### config.mk
export PLATFORM = sky130hd
export DESIGN_NAME = mxrv_csr_access
export DESIGN_NICKNAME = d
export VERILOG_FILES = /design/src/rtl/mxrv_csr_access.sv
export SDC_FILE = /design/constraint.sdc
export NUM_CORES = 1
export LEC_CHECK = 0
export ABC_AREA = 0
export CAP_MARGIN = 5
export CORE_AREA = 2 2 104 106
export CTS_CLUSTER_DIAMETER = 150
export DETAILED_ROUTE_END_ITERATION = 12
export DIE_AREA = 0 0 106 108
export PLACE_DENSITY_LB_ADDON = 0.08
export SYNTH_ARGS = -nofsm -noshare
export SYNTH_HDL_FRONTEND = slang
export SYNTH_SLANG_ARGS = --single-unit
### constraint.sdc
create_clock -name clk -period 4.2 [get_ports clk]
set_input_delay 0.63 -clock clk [delete_from_list [all_inputs] [get_ports clk]]
set_output_delay 0.63 -clock clk [all_outputs]
set_load 0.01 [all_outputs]
### src/rtl/mxrv_csr_access.sv
// mxrv_csr_access: Zicsr read-modify-write sequencer on the shared CSR file port.
// Define CSR_RDONLY_CHK_EN to trap writes into the read-only CSR space (addr[11:10]==2'b11).
module mxrv_csr_access #(
    parameter int ADDR_W = 12,
    parameter int DATA_W = 32
) (
    input  logic              clk,
    input  logic              rst_n,
    input  logic              start_i,
    output logic              ready_o,
    input  logic [2:0]        funct3_i,
    input  logic [4:0]        rd_idx_i,
    input  logic [4:0]        rs1_idx_i,
    input  logic [DATA_W-1:0] rs1_data_i,
    input  logic [ADDR_W-1:0] csr_addr_i,
    input  logic              kill_i,
    output logic [ADDR_W-1:0] csr_addr_o,
    output logic              csr_we_o,
    output logic [DATA_W-1:0] csr_wdata_o,
    input  logic [DATA_W-1:0] csr_rdata_i,
    output logic              wb_valid_o,
    input  logic              wb_ready_i,
    output logic [4:0]        wb_rd_o,
    output logic              wb_we_o,
    output logic [DATA_W-1:0] wb_data_o,
    output logic              illegal_o,
    output logic              retire_o
);
`ifdef CSR_RDONLY_CHK_EN
    localparam bit RO_CHK = 1'b1;
`else
    localparam bit RO_CHK = 1'b0;
`endif
    typedef enum logic [2:0] {IDLE, READ, CAPT, WRITE, RESP} state_t;
    state_t state, state_nx;
    logic [1:0]        op_q;
    logic [4:0]        rd_q;
    logic [ADDR_W-1:0] addr_q;
    logic [DATA_W-1:0] opv_q, old_q, new_val, in_op;
    logic              ill_q, skip_wr_q;
    logic              in_rw, in_bad, in_wr, in_ro, accept;
    assign in_op  = funct3_i[2] ? DATA_W'(rs1_idx_i) : rs1_data_i;
    assign in_rw  = funct3_i[1:0] == 2'b01;
    assign in_bad = funct3_i[1:0] == 2'b00;
    assign in_wr  = in_rw | (rs1_idx_i != 5'd0);
    assign in_ro  = RO_CHK & in_wr & (csr_addr_i[ADDR_W-1 -: 2] == 2'b11);
    assign accept = start_i & (state == IDLE);
    always_ff @(posedge clk or negedge rst_n) begin
        if (!rst_n) begin
            state     <= IDLE;
            op_q      <= '0;
            rd_q      <= '0;
            addr_q    <= '0;
            opv_q     <= '0;
            old_q     <= '0;
            ill_q     <= 1'b0;
            skip_wr_q <= 1'b0;
        end else begin
            state <= state_nx;
            if (accept) begin
                op_q      <= funct3_i[1:0];
                rd_q      <= rd_idx_i;
                addr_q    <= csr_addr_i;
                opv_q     <= in_op;
                old_q     <= '0;
                ill_q     <= in_bad | in_ro;
                skip_wr_q <= !in_wr;
            end
            if (state == CAPT) old_q <= csr_rdata_i;
        end
    end
    // Illegal funct3 and a read-free trapped write both answer immediately
    always_comb begin
        state_nx = state;
        case (state)
            IDLE:    if (start_i) state_nx = in_bad ? RESP : (in_rw && rd_idx_i == 5'd0) ? (in_ro ? RESP : WRITE) : READ;
            READ:    state_nx = kill_i ? IDLE : CAPT;
            CAPT:    state_nx = kill_i ? IDLE : (skip_wr_q | ill_q) ? RESP : WRITE;
            WRITE:   state_nx = RESP;
            RESP:    state_nx = wb_ready_i ? IDLE : RESP;
            default: state_nx = IDLE;
        endcase
    end
    assign new_val     = op_q == 2'b01 ? opv_q : op_q == 2'b10 ? (old_q | opv_q) : (old_q & ~opv_q);
    assign ready_o     = state == IDLE;
    assign csr_addr_o  = state == IDLE ? '0 : addr_q;
    assign csr_we_o    = state == WRITE;
    assign csr_wdata_o = state == WRITE ? new_val : '0;
    assign wb_valid_o  = state == RESP;
    assign wb_rd_o     = rd_q;
    assign wb_we_o     = wb_valid_o & (rd_q != 5'd0) & !ill_q;
    assign wb_data_o   = wb_valid_o ? old_q : '0;
    assign illegal_o   = wb_valid_o & ill_q;
    assign retire_o    = wb_valid_o & wb_ready_i;
endmodule

# ---- Yosys cells after proc, flatten, opt, wreduce, memory -nomap -nowiden
# Index checks and enable logic that the tools add are counted.
dict set report classes {
  bitwise_logic 10
  reduce_logical 9
  mux 16
  eq_ne 8
}
# cell n
set ops {}
lappend ops {{$mux 32} 7}
lappend ops {{$and 32x32->32} 1}
lappend ops {{$not 32->32} 1}
lappend ops {{$or 32x32->32} 1}
lappend ops {{$mux 3} 5}
lappend ops {{$pmux 3 s5} 1}
lappend ops {{$mux 12} 1}
lappend ops {{$reduce_bool 5->1} 2}
lappend ops {{$eq 3x2->1 const B} 2}
lappend ops {{$and 1x1->1} 5}
lappend ops {{$logic_not 5->1} 1}
lappend ops {{$eq 2x1->1 const B} 2}
lappend ops {{$mux 2} 2}
lappend ops {{$eq 3x1->1 const B} 1}
lappend ops {{$eq 3x3->1 const B} 1}
lappend ops {{$logic_not 3->1} 1}
lappend ops {{$eq 2x2->1 const B} 1}
lappend ops {{$logic_not 1->1} 2}
lappend ops {{$logic_not 2->1} 1}
lappend ops {{$ne 2x2->1 const B} 1}
lappend ops {{$or 1x1->1} 2}
lappend ops {{$reduce_bool 2->1} 1}
lappend ops {{$logic_and 1x1->1} 1}
dict set report totals {
  input_bits 94
  regBits 88
  elab_cells 51
  output_inout_bits 87
}

# ---- Longest topological paths before layout
# Gate-level depths: netlist (run 1).
dict set report logic_depth {
  depth_word 6
  mapped_depth 7
  ltp_nobuf 3
}

# ---- Worst setup path after synthesis (run 1)
# Ideal clock, no wire load.
dict set report synth_timing {
  path_kind {flip-flop to output port}
  start {reg state[1]}
  end {out csr_wdata_o[22]}
  required_ns 3.570
  n_path_buf 2
  path_stages_with_launch 6
  path_slack_ns 2.214
  arrival_time_ns 1.356
  cell_sequence {dfrtp_1 clkbuf_1 nand3b_1 clkbuf_1 a221oi_1 o21a_1}
}
dict set report synth_via {
  elab_chain_cells 2
}
# element line
set synth_rtl {}
lappend synth_rtl {{start, declared} 35} ;# state_t state, state_nx;
lappend synth_rtl {{start signal, assigned} 59} ;# state <= state_nx;
lappend synth_rtl {{$eq 3x2->1} 88} ;# assign csr_wdata_o = state == WRITE ? new_val : '0;
lappend synth_rtl {{$mux 32} 88}
lappend synth_rtl {{end, declared} 19} ;# output logic [DATA_W-1:0] csr_wdata_o,
# Every way passes these cells.

# ---- Worst setup path in the final report (run 1)
dict set report layout_timing {
  start {reg state[0]}
  end {out wb_we_o}
}
dict set report layout_via {
  elab_chain_cells 3
}
# element line
set layout_rtl {}
lappend layout_rtl {{$eq 3x3->1} 89} ;# assign wb_valid_o = state == RESP;
lappend layout_rtl {{$and 1x1->1 (2 in series)} 91} ;# assign wb_we_o = wb_valid_o & (rd_q != 5'd0) & !ill_q;
lappend layout_rtl {{end, declared} 24} ;# output logic wb_we_o,
# Every way passes these cells.

==> flow_summary.ini, run 1 <==
[setup_path]
startpoint = state[0]
cp-endpoint = wb_we_o
path_depth = 5
slowest_delay_ns = 0.58
critPathKind = reg -> out
reg2reg_depth = 4
timing.rr.start = state[2]
cp_max_fo = 23
path_cells = nor2_2, buf_4, nand2_1, nor3_1, clkdlybuf4s50_1
crit_buf_inv = 2
slowest_stage = clkdlybuf4s50_1
arrival_ns = 2.72
crit_required_ns = 3.57
startpoint_type = register
r2r_end = addr_q[11]
endpoint_kind = output pin
regToRegSetupSlack_ns = 1.72
crit_family = buffers and inverters

[drt]
via_count = 4399
avgViaCountPerCell = 5.36
wl_per_cell_um = 16.5
wl_mm = 13.5
drt-pass1-iter-count = 4
drt.antenna.violating_nets = 0
drt-initial-drc-count = 211
route.detailed.drc = 0

[sta]
timing.final.hold_violations = 0
finalCriticalPeriod_ns = 3.35
period_share_pct = 79.9
setup_viol = 0
fin_tns_setup_ns = 0
rsz0062_at_grt = false
max_slew.worst_pin.slew_ns = 0.880
maxSlewViolCount = 0
finClkSkew_ns = 0.00903
max-slew-margin-rel_pct = 41.3
max_freq_ghz = 0.298

[place]
gp_congestion = 0.817
portBuffers = 180
hpwlAfterDp_mm = 9.33

[grt]
track_usage_pct = 24.0
grt_pass1_vias = 4286
grt_pass1_wl_mm = 21.7
antenna_found_initial = 0
grt_max_degree = 84
overflow = 0

[min_path]
min_path_type = in -> async

[floorplanning]
io_pins = 181
rows = 37
die_y_um = 108
start_util_pct = 48.2
coreArea_um2 = 10200
die-area_um2 = 11400
fp.dieW_um = 106

[clock_tree]
cts.path.max_buffers = 2
cts-resized-gates = 0
cts_buffers = 9
clk_pin_slew_ns = 0.09
insertion_delay_ns = 0.34
cts_setup_buffers = 0
htree_levels = 3
tritoncts = done
cts_sinks = 88
holdBufCountCts = 0
root_buffer = clkbuf_8

[final_layout]
num_antenna_cells = 0
utilization_pct = 68.2
layout_commonest_cell = clkdlybuf4s50_1
mostFrequentLayoutCells = clkdlybuf4s50_1 (179), nand2_1 (100), dfrtp_1 (87)
nets = 773
areaGrowthSynthToFinish_pct = 41.4
layout-drive-gt1-share_pct = 7.75

[yosys]
synth_nets = 617
yosysUniqueCellTypes = 34
syn_area_per_cell_um2 = 9.43
synth_area_um2 = 4930
syn-instance-count = 523
synth-seq-cells = 88
seq_area_frac_synth_pct = 44.7
yosysWarnings = 0

[flow_run]
maxCapViolations = 0

[power]
power.density_nw_per_um2 = 480
ir_drop_mv = 0.363
power.leakage_uw = 0.00292

[run_status]
status = finished, final reports clean
## cells by family after synthesis
logic type	after synthesis	synth area share, %
flops	88	44.7
mux	24	6.73
simple gates	196	20.0
buf+inv	48	4.80
xor+xnor	31	5.51
compound gates	136	18.3
## cell usage after synthesis
library cell | number | share of area, %
nand3b_1 | 1 | 0.15
clkbuf_1 | 36 | 2.7
xnor2_1 | 31 | 5.5
or3_1 | 1 | 0.13
mux2i_1 | 5 | 1.0
mux2_1 | 1 | 0.23
o211ai_1 | 1 | 0.15
nor3b_1 | 1 | 0.15
a21oi_1 | 1 | 0.10
o41ai_2 | 1 | 0.33
dfrtp_1 | 88 | 45
o21bai_1 | 1 | 0.15
a311oi_1 | 1 | 0.18
or4_1 | 2 | 0.30
nand2b_1 | 29 | 3.7
and3_1 | 34 | 4.3
nor2b_1 | 15 | 1.9
a221oi_1 | 31 | 5.5
buf_6 | 7 | 1.6
nor3b_2 | 1 | 0.25
buf_2 | 3 | 0.30
o21ai_0 | 67 | 6.8
or4b_2 | 1 | 0.20
nand2_1 | 100 | 7.6
mux2_4 | 18 | 5.5
a211oi_1 | 1 | 0.15
o21ba_2 | 1 | 0.20
nor2_1 | 4 | 0.30
nor3_1 | 4 | 0.41
inv_1 | 2 | 0.15
or4b_4 | 1 | 0.28
nand4_1 | 1 | 0.13
o21a_1 | 31 | 4.7
nor4b_1 | 1 | 0.18
## cell type report
cell class	count	area [um2]
clock inverters	4	52.6
flip-flops and latches	88	2200
well taps	136	170
multi-input cells	387	2500
clock buffers	12	155
inverters	2	7.51
repair buffers	191	1880
fillers	843	3260
## worst reg2reg max path, stage by stage (launching register included)
cell,delay (ns)
dfrtp_1,0.34
buf_4,0.38
or4b_4,0.79
buf_4,0.51
mux2_4,0.36
## where the power goes
| group | switching (uW) | total [uW] | internal (uW) |
|---|---|---|---|
| Clock | 298 | 607 | 308 |
| Combinational | 632 | 1310 | 680 |
| Sequential | 309 | 1430 | 1120 |
| Total | 1240 | 3340 | 2100 |
## worst min-delay path by stage
| stage | start | endpoint | slack [ns] |
|---|---|---|---|
| floorplan | rst_n | addr_q[0] | 0.33 |
| global placement | addr_q[10] | addr_q[10] | 0.49 |
| detailed placement | addr_q[2] | addr_q[2] | 0.49 |
| CTS | rst_n | old_q[6] | 0.35 |
| global route | rst_n | old_q[6] | 0.38 |
| finish | rst_n | old_q[6] | 0.33 |
## routing by layer
layer,vias to the layer above,global-route usage (%),wire length [um]
met3,23,4.28,935
li1,2131,-,-
met4,0,8.36,274
met2,162,39.5,6440
met5,-,0,0
met1,2083,32.4,5870
## registers in the layout, indices dropped and copies added, names as in the netlist
| name | count |
|---|---|
| addr_q | 12 |
| ill_q | 1 |
| old_q | 32 |
| op_q | 2 |
| opv_q | 32 |
| skip_wr_q | 1 |
| state | 3 |
| wb_rd_o | 5 |
## stage by stage
stage	std cells	power [uW]	worst slack [ns]	cell area [um2]	hold slack, ns
CTS	820	3360	0.829	6970	0.346
detailed placement	804	2750	1.22	6770	0.487
global route	820	3560	0.652	6970	0.380
finish	820	3340	0.846	6970	0.328
floorplan	523	2240	2.21	4930	0.334
global placement	804	2700	1.24	6770	0.488
(Power assumes the default switching activity.)
==> run 2: changes to the inputs <==
Settings changed: CORE_AREA 2 2 104 106 to 2 2 108 110, DIE_AREA 0 0 106 108 to 0 0 110 112.
Clock period 4.2 ns to 3.1 ns, I/O delays scaled along.
==> flow_summary.ini, run 2 (synthesis gave the netlist of run 1 again) <==
[floorplanning]
coreArea_um2 = 11200
rows = 39
die-area_um2 = 12300
fp.dieW_um = 110
start_util_pct = 44.1
io_pins = 181
die_y_um = 112

[clock_tree]
cts.path.max_buffers = 2
root_buffer = clkbuf_16
clk_pin_slew_ns = 0.06
insertion_delay_ns = 0.34
holdBufCountCts = 0
tritoncts = done
cts_sinks = 88
cts_buffers = 9
htree_levels = 3
cts_setup_buffers = 0
cts-resized-gates = 0

[sta]
max_slew.worst_pin.slew_ns = 0.871
fin_tns_setup_ns = 0
max_freq_ghz = 0.365
finalCriticalPeriod_ns = 2.74
finClkSkew_ns = 0.00384
rsz0062_at_grt = false
timing.final.hold_violations = 0
maxSlewViolCount = 0
max-slew-margin-rel_pct = 41.8
setup_viol = 0
period_share_pct = 88.4

[grt]
grt_pass1_wl_mm = 22.2
track_usage_pct = 23.0
grt_pass1_vias = 4474
overflow = 0
antenna_found_initial = 0
grt_max_degree = 75

[setup_path]
startpoint_type = register
startpoint = op_q[1]
arrival_ns = 2.27
crit_required_ns = 2.63
critPathKind = reg -> out
timing.rr.start = state[2]
endpoint_kind = output pin
cp_max_fo = 19

[min_path]
min_path_type = in -> async

[final_layout]
nets = 778
areaGrowthSynthToFinish_pct = 45.4
num_antenna_cells = 0
utilization_pct = 64.1
layout-drive-gt1-share_pct = 8.56
layout_commonest_cell = clkdlybuf4s50_1
mostFrequentLayoutCells = clkdlybuf4s50_1 (179), nand2_1 (100), dfrtp_1 (87)
reg.largest.list = old_q (32), opv_q (32), addr_q (12)

[drt]
avgViaCountPerCell = 5.24
drt-initial-drc-count = 203
drt.antenna.violating_nets = 0
via_count = 4356
route.detailed.drc = 0
wl_mm = 13.6
drt-pass1-iter-count = 4
wl_per_cell_um = 16.4

[power]
ir_drop_mv = 0.404
power.density_nw_per_um2 = 687
power.leakage_uw = 0.00302

[place]
hpwlAfterDp_mm = 9.39
portBuffers = 180
gp_congestion = 0.792

[flow_run]
maxCapViolations = 0

[run_status]
status = finished, final reports clean
==> run 2: stage by stage <==
| step | hold slack, ns | cell area (um2) | setup WS, ns | cells | total power, uW |
|---|---|---|---|---|---|
| after floorplan | 0.169 | 4930 | 1.28 | 523 | 3030 |
| after global placement | 0.483 | 6840 | 0.757 | 816 | 3700 |
| after detailed placement | 0.484 | 6840 | 0.700 | 816 | 3760 |
| after CTS | 0.202 | 7170 | 0.331 | 832 | 4970 |
| after global routing | 0.218 | 7170 | 0.191 | 832 | 5270 |
| final | 0.164 | 7170 | 0.361 | 832 | 4920 |
==> run 2: critical path, cell delays in order (launching register included) <==
cell             delay [ns]
dfrtp_2                0.45
buf_4                  0.36
xnor2_1                0.13
a221oi_1               0.29
o21a_1                 0.18
clkdlybuf4s50_1        0.53
==> run 2: worst paths after layout <==
kind	endpoint	slack, ns	cells past startpoint
max	csr_wdata_o[10]	0.36	5
min	opv_q[8]	0.16	1
max reg2reg	wb_rd_o[1]	1.01	4
min reg2reg	addr_q[8]	0.50	1
max in group asynchronous	old_q[14]	2.17	2
min in group clk	addr_q[8]	0.50	1
==> run 2: area by class of cell <==
cell class / count / area (um2)
inverter: 2 / 7.51
timing repair buffer: 196 / 1940
sequential: 88 / 2200
multi-input combinational: 387 / 2500
clock buffer: 11 / 253
clock inverter: 5 / 78.8
tap: 143 / 179
fill: 948 / 4010
==> run 2: power by group <==
part | total (uW) | switching, uW | internal, uW
Combinational | 1860 | 906 | 953
Sequential | 1870 | 352 | 1520
Clock | 1200 | 449 | 749
==> run 2: layer usage <==
metal	track usage [%]	vias to the layer above	wire (um)
met5	0	-	0
met4	6.75	0	210
met3	5.15	18	788
met2	37.4	132	6600
met1	30.5	2058	6010
li1	-	2148	-
==> run 3: changes to the inputs <==
Settings changed: GPL_ROUTABILITY_DRIVEN set to 0.
==> results of run 3 <==
The final DEF is identical to that of run 2; final timing and power are the same.
